[src/rtl/wide_add_seq.sv]
// rtl/wide_add_seq.sv - word-serial wide add/subtract sequencer sharing one 32-bit CLA
// Operands are consumed least-significant word first; the carry chains between words through carry_q.

module cla32 (
  input  logic [31:0] num1,
  input  logic [31:0] num2,
  input  logic        cin,
  output logic [31:0] sum,
  output logic        cout
);

  logic [31:0] g;
  logic [31:0] p;
  logic [32:0] c;
  logic [8:0]  gc;
  logic [7:0]  gg;
  logic [7:0]  gp;

  assign g = num1 & num2;
  assign p = num1 ^ num2;

  // Group generate/propagate over 4-bit nibbles gives the lookahead carry into each nibble.
  always_comb begin
    gg = '0;
    gp = '0;
    gc = '0;
    c  = '0;
    gc[0] = cin;
    for (int k = 0; k < 8; k++) begin
      gg[k] = g[4*k+3]
            | (p[4*k+3] & g[4*k+2])
            | (p[4*k+3] & p[4*k+2] & g[4*k+1])
            | (p[4*k+3] & p[4*k+2] & p[4*k+1] & g[4*k]);
      gp[k] = &p[4*k +: 4];
      gc[k+1] = gg[k] | (gp[k] & gc[k]);
    end
    for (int k = 0; k < 8; k++) begin
      c[4*k] = gc[k];
      for (int j = 1; j < 4; j++) begin
        c[4*k+j] = g[4*k+j-1] | (p[4*k+j-1] & c[4*k+j-1]);
      end
    end
    c[32] = gc[8];
  end

  assign sum  = p ^ c[31:0];
  assign cout = c[32];

endmodule

module wide_add_seq #(
  parameter int WORDS = 4
) (
  input  logic                  clk,
  input  logic                  rst_n,
  input  logic                  in_valid,
  output logic                  in_ready,
  input  logic [32*WORDS-1:0]   op_a,
  input  logic [32*WORDS-1:0]   op_b,
  input  logic                  sub,
  output logic                  out_valid,
  input  logic                  out_ready,
  output logic [32*WORDS-1:0]   result,
  output logic                  carry_out,
  output logic                  overflow,
  output logic                  busy
);

  localparam int W  = 32 * WORDS;
  localparam int IW = (WORDS > 1) ? $clog2(WORDS) : 1;
  localparam logic [IW-1:0] LAST = IW'(WORDS - 1);

  typedef enum logic [1:0] {IDLE, RUN, DONE} state_t;

  state_t        state_q;
  state_t        state_d;
  logic [W-1:0]  a_q;
  logic [W-1:0]  b_q;
  logic          carry_q;
  logic [IW-1:0] idx;
  logic [31:0]   a_w   [WORDS];
  logic [31:0]   b_w   [WORDS];
  logic [31:0]   res_w [WORDS];
  logic [31:0]   word_sum;
  logic          word_cout;

  for (genvar i = 0; i < WORDS; i++) begin : g_word
    assign a_w[i] = a_q[32*i +: 32];
    assign b_w[i] = b_q[32*i +: 32];
    assign result[32*i +: 32] = res_w[i];
  end

  cla32 u_cla (
    .num1 (a_w[idx]),
    .num2 (b_w[idx]),
    .cin  (carry_q),
    .sum  (word_sum),
    .cout (word_cout)
  );

  always_ff @(posedge clk or negedge rst_n) begin
    if (!rst_n) state_q <= IDLE;
    else        state_q <= state_d;
  end

  always_comb begin
    state_d   = state_q;
    in_ready  = 1'b0;
    out_valid = 1'b0;
    busy      = 1'b0;
    case (state_q)
      IDLE: begin
        in_ready = 1'b1;
        if (in_valid) state_d = RUN;
      end
      RUN: begin
        busy = 1'b1;
        if (idx == LAST) state_d = DONE;
      end
      DONE: begin
        out_valid = 1'b1;
        if (out_ready) state_d = IDLE;
      end
      default: state_d = IDLE;
    endcase
  end

  // Subtract is A + ~B + 1: B is inverted at capture and the +1 rides in as the first carry.
  always_ff @(posedge clk or negedge rst_n) begin
    if (!rst_n) begin
      a_q       <= '0;
      b_q       <= '0;
      carry_q   <= 1'b0;
      idx       <= '0;
      carry_out <= 1'b0;
      overflow  <= 1'b0;
      for (int i = 0; i < WORDS; i++) res_w[i] <= '0;
    end else begin
      case (state_q)
        IDLE: begin
          if (in_valid) begin
            a_q     <= op_a;
            b_q     <= op_b ^ {W{sub}};
            carry_q <= sub;
            idx     <= '0;
          end
        end
        RUN: begin
          res_w[idx] <= word_sum;
          carry_q    <= word_cout;
          if (idx == LAST) begin
            carry_out <= word_cout;
            overflow  <= (a_q[W-1] == b_q[W-1]) && (word_sum[31] != a_q[W-1]);
          end else begin
            idx <= idx + 1'b1;
          end
        end
        default: ;
      endcase
    end
  end

endmodule

[config.mk]
export PLATFORM = sky130hd
export DESIGN_NAME = wide_add_seq
export DESIGN_NICKNAME = d
export VERILOG_FILES = /design/src/rtl/wide_add_seq.sv
export SDC_FILE = /design/constraint.sdc
export NUM_CORES = 1
export LEC_CHECK = 0
export CAP_MARGIN = 20
export CORE_MARGIN = 1
export CORE_UTILIZATION = 55
export CTS_CLUSTER_DIAMETER = 80
export CTS_CLUSTER_SIZE = 28
export DETAILED_ROUTE_END_ITERATION = 12
export GPL_TIMING_DRIVEN = 0
export PLACE_DENSITY = 0.87
export REMOVE_ABC_BUFFERS = 1
export SLEW_MARGIN = 20
export SYNTH_ARGS = -nofsm -noshare
export SYNTH_HDL_FRONTEND = slang
export SYNTH_SLANG_ARGS = --single-unit
[constraint.sdc]
create_clock -name clk -period 11.94 [get_ports clk]
set_input_delay 3.582 -clock clk [delete_from_list [all_inputs] [get_ports clk]]
set_output_delay 3.582 -clock clk [all_outputs]
set_load 0.01 [all_outputs]
==> After elaboration in Yosys (flattened, before gate mapping) <==
Index checks and enable logic that the tools add are counted.
{ "totals": {"regBits": 391, "inputBits": 261, "output_inout_bits": 133, "elab_cells": 194} }
{ "op_classes": {"add_sub_neg": 1, "magnitude_cmp": 2, "eq_ne": 9, "mux": 21, "bitwise_logic": 133, "reduce_logical": 17} }
{ "ops": {"columns": ["op", "n"], "rows": [
  ["$mux 32", 5],
  ["$bmux 32 s2", 2],
  ["$bwmux 128", 1],
  ["$xor 128x128->128", 1],
  ["$and 1x1->1", 72],
  ["$demux 32 s2", 1],
  ["$xor 32x32->32", 2],
  ["$or 1x1->1", 56],
  ["$and 32x32->32", 1],
  ["$reduce_and 4->1", 8],
  ["$mux 2", 5],
  ["$ne 2x2->1 const B", 4],
  ["$pmux 2 s3", 1],
  ["$reduce_and 2->1", 3],
  ["$reduce_and 3->1", 2],
  ["$eq 2x2->1 const B", 2],
  ["$mux 1", 4],
  ["$pmux 2 s2", 1],
  ["$ge 3x3->1 const B", 1],
  ["$lt 3x1->1 const B", 1],
  ["$not 2->3", 1],
  ["$add 2x1->2 const B", 1],
  ["$eq 2x1->1 const B", 1],
  ["$logic_and 1x1->1", 2],
  ["5 further kinds", 5]
]} }

==> Depth between registers and ports, before layout <==
Gate-level depths: netlist of the first run.
{ "depth": {"word_depth": 31, "depth_mapped": 17, "depth_no_buf": 15} }

==> Hierarchy <==
Synthesis of the first run repeated with hierarchy kept, for this count alone.
{ "hier_totals": {"hier_cells": 1354, "area_unflattened_um2": 18840.6} }
{ "by_module_without_submodules": {"columns": ["module", "n_inst", "cells_per_inst", "area_per_inst_um2"], "rows": [
  ["wide_add_seq", 1, 1212, 17475.5],
  ["cla32", 1, 142, 1365.1]
]} }

==> Worst setup path after synthesis of the first run <==
No wires, ideal clock.
{ "synth_timing": {"path_kind": "register to register", "startpoint": "reg idx[0]", "endpoint": "reg overflow", "setup_time_ns": 0.083, "arrival_time_ns": 4.729, "required_ns": 11.857, "slack_ns": 7.129, "stages_incl_launch_ff": 18, "n_path_buf": 2, "period_less_slack_ns": 4.811, "cell_sequence": "dfrtp_1 -> buf_2 -> buf_2 -> mux4_2 -> ha_1 -> a211o_1 -> a21oi_1 -> nand2_1 -> o2bb2ai_1 -> o21ai_2 -> nand2b_1 -> fa_1 -> fa_1 -> fa_1 -> xnor2_1 -> and3_1 -> nor2_1 -> o21ai_0"} }
{ "synth_between": {"elab_chain_cells": 31} }
{ "synth_lines": {"columns": ["element", "line", "rtl"], "rows": [
  ["start, declared", "80", "logic [IW-1:0] idx;"],
  ["start signal, assigned", "155", "idx <= idx + 1'b1;"],
  ["$not 2->3 (implied by the code)", "94, 95", null],
  ["$bmux 32 s2 (on tied branches)", "94, 95", null],
  ["$mux 32 (on tied branches) (2 in series)", "94, 95", null],
  ["$xor 32x32->32 / $and 32x32->32 (equally long branches)", "20, 19", null],
  ["$and 1x1->1 (on tied branches)", "31, 32, 33", null],
  ["$or 1x1->1, or another cell as far along", "31", "| (p[4*k+3] & g[4*k+2])"],
  ["$or 1x1->1 / $and 1x1->1 (equally long branches)", "32, 33", null],
  ["$or 1x1->1", "33", "| (p[4*k+3] & p[4*k+2] & p[4*k+1] & g[4*k]);"],
  ["[... 14 more ...]", null, null],
  ["$or 1x1->1", "40", "c[4*k+j] = g[4*k+j-1] | (p[4*k+j-1] & c[4*k+j-1]);"],
  ["$and 1x1->1", "40", null],
  ["$or 1x1->1", "40", null],
  ["$and 1x1->1", "40", null],
  ["$or 1x1->1", "40", null],
  ["$xor 32x32->32", "46", "assign sum = p ^ c[31:0];"],
  ["$ne 1x1->1", "153", "overflow <= (a_q[W-1] == b_q[W-1]) && (word_sum[31] != a_q[W-1]);"],
  ["$logic_and 1x1->1", "153", null],
  ["end signal, assigned", "153", null],
  ["end, declared", "65", "output logic overflow,"]
]} }
Several ways; a longest one is shown, not always the timed one. The select of a mux whose other input is x is not followed.
A chain may end at the register's enable or synchronous reset.

==> Worst setup path after layout of the first run <==
{ "layout_timing": {"startpoint": "reg idx[1]", "endpoint": "reg overflow"} }
The elaborated chain is that of the path after synthesis.

==> results_tabular.tex, run 1 <==
\begin{tabular}{lr}
\hline
Metric & Value \\
\hline
\multicolumn{2}{l}{\textbf{Critical path}} \\
\quad Critical Path Sink & overflow \\
\quad Setup slack, reg-to-reg & 6.18 ns \\
\quad Count of cell instances traversed by the critical path & 16 \\
\quad Data required, critical path & 12.39 ns \\
\quad Worst setup path category & register to register \\
\quad Critical path buffer and inverter count & 1 \\
\quad Dominant delay contributor by cell family on the critical path & adder cells \\
\quad Critical Path Max Stage Delay & 0.84 ns \\
\quad Crit path capture type & register \\
\quad Critical path cell sequence & buf\_16 -> mux4\_2 -> ha\_1 -> a21oi\_1 -> nor2\_1 -> o311a\_1 -> or3\_4 -> o21ai\_2 -> nand2b\_1 -> fa\_1 -> fa\_1 -> fa\_1 -> xnor2\_1 -> and3\_1 -> nor2\_1 -> o21ai\_0 \\
\quad Setup crit start kind & register \\
\quad Reg-to-reg endpoint & overflow \\
\quad Largest driver fanout on the critical path & 36 \\
\quad CP startpoint & idx[1] \\
\quad Slowest cell on the critical path & dfrtp\_4 \\
\quad R2R depth & 16 \\
\quad Beginning of the worst register-to-register path & idx[1] \\
\quad Critical path's most frequent cell & fa\_1 \\
\quad Data arrival, critical path & 6.20 ns \\
\multicolumn{2}{l}{\textbf{Power and ir drop}} \\
\quad Lkg Pwr & 9.379 nW \\
\quad Sequential share of power & 0.320 \\
\quad Part of the power in the clock network & 0.105 \\
\quad Switching power share of the total & 0.4011 \\
\quad Power density normalized to cell area & 319.6 nW/um\^{}2 \\
\quad Gate power share & 0.575 \\
\quad Peak supply drop & 0.0001837 V \\
\quad Internal Pwr Total & 4.473 mW \\
\quad Net switching power & 2.996 mW \\
\multicolumn{2}{l}{\textbf{Floorplan}} \\
\quad Die Area & 33860 sq um \\
\quad Total I/O pin count & 394 \\
\quad Starting Density & 0.5600 \\
\quad Placeable core region & 32540 sq um \\
\quad Count of standard-cell rows & 66 \\
\quad Horizontal die dimension & 184 um \\
\quad Die outline height & 184 um \\
\multicolumn{2}{l}{\textbf{Routing}} \\
\quad Number of DRC violations after detailed routing & 0 \\
\quad Mean number of vias per cell & 5.572 \\
\quad Drt wl/cell & 20.53 um \\
\quad Remaining antenna violation count after routing & 0 \\
\quad Total iterations of the first detailed-routing run & 5 \\
\quad Iteration-0 DRC count of the detailed router & 606 \\
\quad Routed wire length & 45.33 mm \\
\quad Via count & 12300 \\
\multicolumn{2}{l}{\textbf{Clock tree}} \\
\quad H-tree levels & 1 \\
\quad Clk sinks & 391 \\
\quad PostCTS Resize Cnt & 0 \\
\quad Maximum number of buffers from clock root to sink & 3 \\
\quad Worst-skew pair later-pin latency & 0.54 ns \\
\quad Clock tree from TritonCTS & done \\
\quad Root buffer cell & clkbuf\_16 \\
\quad Total clock buffers created by CTS & 20 \\
\quad Clock transition at path regs & 0.10 ns \\
\quad Postcts setup bufs & 0 \\
\quad Hold buffer count at cts & 0 \\
\multicolumn{2}{l}{\textbf{Cells and area}} \\
\quad Total Nets Final & 2069 \\
\quad Non-filler instance count after layout & 2208 \\
\quad Fill count & 2177 \\
\quad Finished layout cell area & 23370 sq um \\
\quad Relative area change from synthesis to final layout & 28.27\% \\
\quad Utilization of the core after routing & 0.7183 \\
\quad Fraction of final layout cells sized beyond drive strength 1 & 0.1879 \\
\multicolumn{2}{l}{\textbf{Synth}} \\
\quad Number of warning messages in the yosys log & 0 \\
\quad Post-Syn Area per Cell & 12.95 sq um \\
\quad Share of synthesized area occupied by flip-flops and latches & 0.5371 \\
\quad Total standard cell area after synthesis & 18220 sq um \\
\quad Cells after Synth & 1407 \\
\quad Post-synthesis sequential element count & 391 \\
\quad Count of cell types in the netlist & 38 \\
\multicolumn{2}{l}{\textbf{Place}} \\
\quad Total of buffers placed on input and output ports & 393 \\
\quad Final weighted congestion in routability-driven placement & 0.7991 \\
\quad Final HPWL from detailed placement & 32.23 mm \\
\quad Inst Count DP & 2168 \\
\quad Cell area after placement & 22700 sq um \\
\quad Worst slack after detailed placement & 5.736 ns \\
\multicolumn{2}{l}{\textbf{STA}} \\
\quad RSZ-0062 raised after global routing & no \\
\quad Hold WS & 0.4909 ns \\
\quad Post-route clock skew & 0.02218 ns \\
\quad Maximum clock rate & 0.1738 GHz \\
\quad Final setup violation count & 0 \\
\quad Final count of pins violating max slew & 0 \\
\quad Final worst-path cycle share & 0.4820 \\
\quad Smallest setup slack after layout & 6.185 ns \\
\quad Final hold violation count & 0 \\
\quad Worst slew slack as a fraction of its limit & 0.4812 \\
\quad Transition time of the tightest slew-check pin & 0.7782 ns \\
\quad Final min period & 5.755 ns \\
\multicolumn{2}{l}{\textbf{Worst hold path}} \\
\quad Min-delay worst type & register to register \\
\multicolumn{2}{l}{\textbf{Global routing}} \\
\quad Wire length of the first global-routing pass & 70.59 mm \\
\quad Number of global-route vias before repair & 13060 \\
\quad Maximum number of pins on one net before global-route repair & 104 \\
\quad Overall fraction of global-route tracks in use & 0.2712 \\
\quad Overflow left after global routing & 0 \\
\quad Number of antenna violations at the first check in global routing & 10 \\
\multicolumn{2}{l}{\textbf{Run}} \\
\quad Number of max-cap violations & 0 \\
\multicolumn{2}{l}{\textbf{Run status}} \\
\quad Result of the run & finished, final reports clean \\
\hline
\end{tabular}
==> power by group through the flow <==
stage	registers, mW	clock network, mW	logic (mW)
6_report	2.39	0.787	4.29
5_1_grt	2.47	0.852	4.72
4_1_cts	2.39	0.808	4.32
3_5_place_dp	2.41	0	4.28
3_3_place_gp	2.47	0	4.19
2_1_floorplan	2.45	0	2.75
==> state kept, by name (all words and copies together) (netlist names) <==
| signal | flops |
|---|---|
| overflow | 1 |
| b_q | 128 |
| state_q | 2 |
| result | 128 |
| a_q | 128 |
| idx | 2 |
| carry_q | 1 |
| carry_out | 1 |
==> Yosys cell counts, drive strengths merged <==
| master | number | area share |
|---|---|---|
| a2111oi | 1 | 0.00048 |
| a211o | 1 | 0.00048 |
| a211oi | 1 | 0.00041 |
| a21o | 1 | 0.00041 |
| a21oi | 143 | 0.039 |
| a221oi | 2 | 0.0013 |
| a31oi | 1 | 0.00034 |
| and2 | 1 | 0.00034 |
| and3 | 2 | 0.00069 |
| buf | 71 | 0.019 |
| clkbuf | 18 | 0.0037 |
| dfrtp | 391 | 0.54 |
| fa | 24 | 0.026 |
| ha | 36 | 0.025 |
| inv | 18 | 0.0037 |
| mux2 | 208 | 0.13 |
| mux4 | 64 | 0.079 |
| nand2 | 61 | 0.013 |
| nand2b | 5 | 0.0017 |
| nand3 | 3 | 0.00082 |
| nand4 | 5 | 0.0017 |
| nor2 | 137 | 0.028 |
| nor2b | 3 | 0.0010 |
| nor3 | 5 | 0.0014 |
| o21a | 1 | 0.00041 |
| o21ai | 59 | 0.016 |
| o21bai | 1 | 0.00041 |
| o2bb2ai | 1 | 0.00048 |
| o311a | 1 | 0.00055 |
| o31ai | 3 | 0.0012 |
| or3 | 3 | 0.0013 |
| xnor2 | 133 | 0.064 |
| xor2 | 3 | 0.0014 |
==> area by class of cell <==
cell class | count | area (sq um) | share of cell area
Tap cell | 442 | 553.0 | 0.02366
Clock inverter | 9 | 130.1 | 0.005568
Antenna cell | 10 | 25.02 | 0.001071
Multi-Input combinational cell | 909 | 7969 | 0.3410
Timing Repair Buffer | 408 | 4319 | 0.1848
Inverter | 18 | 67.56 | 0.002891
Sequential cell | 391 | 9792 | 0.4190
Clock buffer | 21 | 514.2 | 0.02200
==> per-layer routing <==
layer,track usage,up-vias,wire length [um]
li1,-,5583,-
met1,0.3311,6210,17340
met2,0.4673,415,22880
met3,0.06161,94,3402
met4,0.1077,0,1714
met5,0,-,0
==> cell families (layout without fill, tap and decap cells) <==
kind of cell,count (synthesis),count (layout),synth area share
DFF,391,391,0.5371
muxes,272,272,0.2077
and+or+nand+nor,225,225,0.04979
AOI/OAI and AO/OA,216,216,0.06222
xor gates and xnor gates,136,136,0.06538
buffers and inverters,107,456,0.02678
adders and majority gates,60,60,0.05110
other,0,10,0
==> worst reg2reg max path: stages (launching register included) <==
cell	delay, ns
dfrtp_4	0.84
buf_16	0.32
mux4_2	0.39
ha_1	0.31
a21oi_1	0.22
nor2_1	0.12
o311a_1	0.38
or3_4	0.45
o21ai_2	0.28
nand2b_1	0.13
fa_1	0.50
fa_1	0.49
fa_1	0.45
xnor2_1	0.39
and3_1	0.22
nor2_1	0.04
o21ai_0	0.13
==> how the worst min path moves through the flow <==
stage | end | from | slack, ns | cells after the start
2_1_floorplan | a_q[64] | a_q[64] | 0.48 | 1
3_3_place_gp | result[127] | result[127] | 0.46 | 2
3_5_place_dp | result[2] | result[2] | 0.47 | 2
4_1_cts | result[2] | result[2] | 0.49 | 2
5_1_grt | result[70] | result[70] | 0.52 | 2
6_report | result[91] | result[91] | 0.49 | 2
==> metrics by stage <==
step                setup TNS [ns]  power [mW]
finish                           0       7.469
global route                     0       8.036
CTS                              0       7.518
detailed placement               0       6.693
global placement          -4320.32       6.655
floorplan                        0       5.199
==> layout by cell type, fill, tap and decap left out, types with 36 or more instances in the layout <==
cell,instances
ha_1,36
mux2_2,208
clkdlybuf4s50_1,391
nor2_1,137
dfrtp_1,389
mux4_2,64
o21ai_0,58
a21oi_1,143
nand2_1,57
xnor2_1,133
Power figures use the tool's default switching activity.
==> run 2, diff against run 1 <==
--- a/config.mk
+++ b/config.mk
@@ -7,12 +7,12 @@
 export LEC_CHECK = 0
 export CAP_MARGIN = 20
 export CORE_MARGIN = 1
-export CORE_UTILIZATION = 55
+export CORE_UTILIZATION = 46
 export CTS_CLUSTER_DIAMETER = 80
 export CTS_CLUSTER_SIZE = 28
 export DETAILED_ROUTE_END_ITERATION = 12
 export GPL_TIMING_DRIVEN = 0
-export PLACE_DENSITY = 0.87
+export PLACE_DENSITY = 0.77
 export REMOVE_ABC_BUFFERS = 1
 export SLEW_MARGIN = 20
 export SYNTH_ARGS = -nofsm -noshare
==> constraint.sdc (replaced) <==
create_clock -name clk -period 5.2 [get_ports clk]
set_input_delay 1.56 -clock clk [delete_from_list [all_inputs] [get_ports clk]]
set_output_delay 1.56 -clock clk [all_outputs]
set_load 0.01 [all_outputs]
==> results_tabular.tex, run 2 (same netlist as run 1, synthesis figures left out) <==
\begin{tabular}{lr}
\hline
Metric & Value \\
\hline
\multicolumn{2}{l}{\textbf{Run status}} \\
\quad Result of the run & finished, final reports clean (unchanged) \\
\multicolumn{2}{l}{\textbf{Power and ir drop}} \\
\quad Net switching power & 7.134 mW (was 2.996 mW) \\
\quad Gate power share & 0.581 (was 0.575) \\
\quad Peak supply drop & 0.0003947 V (was 0.0001837 V) \\
\quad Part of the power in the clock network & 0.117 (was 0.105) \\
\quad Switching power share of the total & 0.3984 (was 0.4011) \\
\quad Sequential share of power & 0.302 (was 0.320) \\
\quad Lkg Pwr & 9.592 nW (was 9.379 nW) \\
\quad Internal Pwr Total & 10.77 mW (was 4.473 mW) \\
\quad Power density normalized to cell area & 750.3 nW/um\^{}2 (was 319.6 nW/um\^{}2) \\
\multicolumn{2}{l}{\textbf{Place}} \\
\quad Final HPWL from detailed placement & 32.23 mm (about the same) \\
\quad Total of buffers placed on input and output ports & 393 (unchanged) \\
\quad Final weighted congestion in routability-driven placement & 0.7868 (was 0.7991) \\
\quad Inst Count DP & 2242 (was 2168) \\
\multicolumn{2}{l}{\textbf{Worst hold path}} \\
\quad Min-delay worst type & register to register (unchanged) \\
\quad Worst hold path stage count & 2 (unchanged) \\
\multicolumn{2}{l}{\textbf{Global routing}} \\
\quad Number of global-route vias before repair & 13020 (was 13060) \\
\quad Wire length of the first global-routing pass & 72.61 mm (was 70.59 mm) \\
\quad Maximum number of pins on one net before global-route repair & 103 (was 104) \\
\quad Number of antenna violations at the first check in global routing & 5 (was 10) \\
\quad Overflow left after global routing & 0 (unchanged) \\
\quad Overall fraction of global-route tracks in use & 0.2300 (was 0.2712) \\
\multicolumn{2}{l}{\textbf{Critical path}} \\
\quad R2R depth & 17 (was 16) \\
\quad Data arrival, critical path & 5.48 ns (was 6.20 ns) \\
\quad Largest driver fanout on the critical path & 8 (was 36) \\
\quad Data required, critical path & 5.67 ns (was 12.39 ns) \\
\quad Setup crit start kind & register (unchanged) \\
\quad Worst setup path category & register to register (unchanged) \\
\quad Crit path capture type & register (unchanged) \\
\multicolumn{2}{l}{\textbf{STA}} \\
\quad Final min period & 5.005 ns (was 5.755 ns) \\
\quad Transition time of the tightest slew-check pin & 0.7598 ns (was 0.7782 ns) \\
\quad Final hold violation count & 0 (unchanged) \\
\quad RSZ-0062 raised after global routing & no (unchanged) \\
\quad Final setup violation count & 0 (unchanged) \\
\quad Worst slew slack as a fraction of its limit & 0.4934 (was 0.4812) \\
\quad Maximum clock rate & 0.1998 GHz (was 0.1738 GHz) \\
\quad Final worst-path cycle share & 0.9625 (was 0.4820) \\
\quad Final-layout setup total negative slack & 0 ns (unchanged) \\
\quad Post-route clock skew & 0.02110 ns (was 0.02218 ns) \\
\quad Final count of pins violating max slew & 0 (unchanged) \\
\multicolumn{2}{l}{\textbf{Floorplan}} \\
\quad Placeable core region & 38830 sq um (was 32540 sq um) \\
\quad Horizontal die dimension & 201.0 um (was 184 um) \\
\quad Count of standard-cell rows & 72 (was 66) \\
\quad Total I/O pin count & 394 (unchanged) \\
\quad Die Area & 40410 sq um (was 33860 sq um) \\
\quad Starting Density & 0.4692 (was 0.5600) \\
\quad Die outline height & 201.0 um (was 184 um) \\
\multicolumn{2}{l}{\textbf{Clock tree}} \\
\quad Clock transition at path regs & 0.10 ns (about the same) \\
\quad Clk sinks & 391 (unchanged) \\
\quad Clock tree from TritonCTS & done (unchanged) \\
\quad H-tree levels & 1 (unchanged) \\
\quad Worst-skew pair later-pin latency & 0.56 ns (was 0.54 ns) \\
\quad Hold buffer count at cts & 0 (unchanged) \\
\quad Total clock buffers created by CTS & 23 (was 20) \\
\quad Maximum number of buffers from clock root to sink & 3 (unchanged) \\
\quad Root buffer cell & clkbuf\_16 (unchanged) \\
\multicolumn{2}{l}{\textbf{Cells and area}} \\
\quad Fraction of final layout cells sized beyond drive strength 1 & 0.2035 (was 0.1879) \\
\quad Fill count & 2974 (was 2177) \\
\quad Most used cells in the layout excluding fill and tap cells & clkdlybuf4s50\_1, dfrtp\_1, mux2\_2 (unchanged) \\
\quad Relative area change from synthesis to final layout & 30.99\% (was 28.27\%) \\
\quad Non-filler instance count after layout & 2301 (was 2208) \\
\quad Total Nets Final & 2086 (was 2069) \\
\quad Most common cell after layout, fill and taps aside & clkdlybuf4s50\_1 (unchanged) \\
\multicolumn{2}{l}{\textbf{Routing}} \\
\quad Via count & 12220 (was 12300) \\
\quad Number of DRC violations after detailed routing & 0 (unchanged) \\
\quad Routed wire length & 45.81 mm (was 45.33 mm) \\
\quad Iteration-0 DRC count of the detailed router & 483 (was 606) \\
\quad Remaining antenna violation count after routing & 0 (unchanged) \\
\quad Drt wl/cell & 19.91 um (was 20.53 um) \\
\quad Total iterations of the first detailed-routing run & 4 (was 5) \\
\quad Mean number of vias per cell & 5.311 (was 5.572) \\
\multicolumn{2}{l}{\textbf{Run}} \\
\quad Number of max-cap violations & 0 (unchanged) \\
\hline
\end{tabular}
## run 2: cell count changes in the layout (fill, tap and decap cells not counted), sizes merged
cell,before,now
inv,19,27
bufinv,0,1
diode,10,4
clkbuf,21,24
clkinvlp,0,1
clkinv,8,4
bufbuf,0,1
buf,17,30
## run 2: worst max-delay path: stages (launching register included)
cell      delay [ns]
dfrtp_4         0.50
buf_12          0.13
buf_16          0.14
mux4_2          0.53
ha_1            0.32
a21oi_2         0.18
nor2_1          0.10
o311a_1         0.35
or3_4           0.44
o21ai_4         0.23
nand2b_1        0.13
fa_2            0.42
fa_1            0.45
fa_2            0.40
xnor2_4         0.25
and3_1          0.18
nor2_1          0.04
o21ai_0         0.12
## run 2: worst paths after layout
path | start | to | slack (ns)
worst max-delay path | idx[0] | overflow | 0.20
worst min-delay path | result[7] | result[7] | 0.49
worst max register to register | idx[0] | overflow | 0.20
worst min register to register | result[7] | result[7] | 0.49
max in group asynchronous | rst_n | b_q[38] | 3.07
min in group asynchronous | rst_n | b_q[23] | 0.92
## run 2: final cells by class
type	instances	area (sq um)	area share
Antenna cell	4	10.01	0.0004194
Clock buffer	24	589.3	0.02469
Clock inverter	15	215.2	0.009017
Inverter	18	67.56	0.002831
Multi-Input combinational cell	909	8051	0.3374
Sequential cell	391	9792	0.4103
Tap cell	518	648.1	0.02716
Timing Repair Buffer	422	4492	0.1882
## run 2: per-stage QoR
stage          area [sq um]    util  power [mW]  hold WS, ns  setup WS (ns)
2_1_floorplan         17800       -       11.94       0.4755         -4.571
3_3_place_gp          22380  0.5764       15.33       0.4628         -14.29
3_5_place_dp          22780  0.5867       15.39       0.4691        -0.6344
4_1_cts               23790  0.6127       17.86       0.4910        0.01311
5_1_grt               23870  0.6147       19.20       0.5145       0.007676
6_report              23870  0.6147       17.91       0.4875         0.1952
## run 2: power by group through the flow
stage	logic, mW	registers, mW	clock network, mW
2_1_floorplan	6.30	5.63	0
3_3_place_gp	9.65	5.67	0
3_5_place_dp	9.87	5.52	0
4_1_cts	10.3	5.41	2.17
5_1_grt	11.4	5.60	2.25
6_report	10.4	5.40	2.10
## run 2: layer usage
layer | share of wire | routed length [um] | global-route usage | vias up
met3 | 0.061 | 2798 | 0.05422 | 77
met1 | 0.42 | 19380 | 0.3017 | 6183
met4 | 0.028 | 1262 | 0.06379 | 2
met5 | 0.00033 | 15 | 0 | -
met2 | 0.49 | 22350 | 0.3824 | 345
li1 | - | - | - | 5614
## run 2: repair_timing
action                                  CTS  global route
setup buffers                            12             2
hold endpoints to repair                  0             0
resized for setup                         7             6
pin swaps                                 4             6
gates cloned                              2             0
endpoints found under the setup margin   29            17
==> run 3, diff against run 2 <==
--- a/config.mk
+++ b/config.mk
@@ -5,6 +5,7 @@
 export SDC_FILE = /design/constraint.sdc
 export NUM_CORES = 1
 export LEC_CHECK = 0
+export ABC_CLOCK_PERIOD_IN_PS = 5200
 export CAP_MARGIN = 20
 export CORE_MARGIN = 1
 export CORE_UTILIZATION = 46
==> results of run 3 <==
The final DEF is identical to that of run 2; final timing and power are the same.
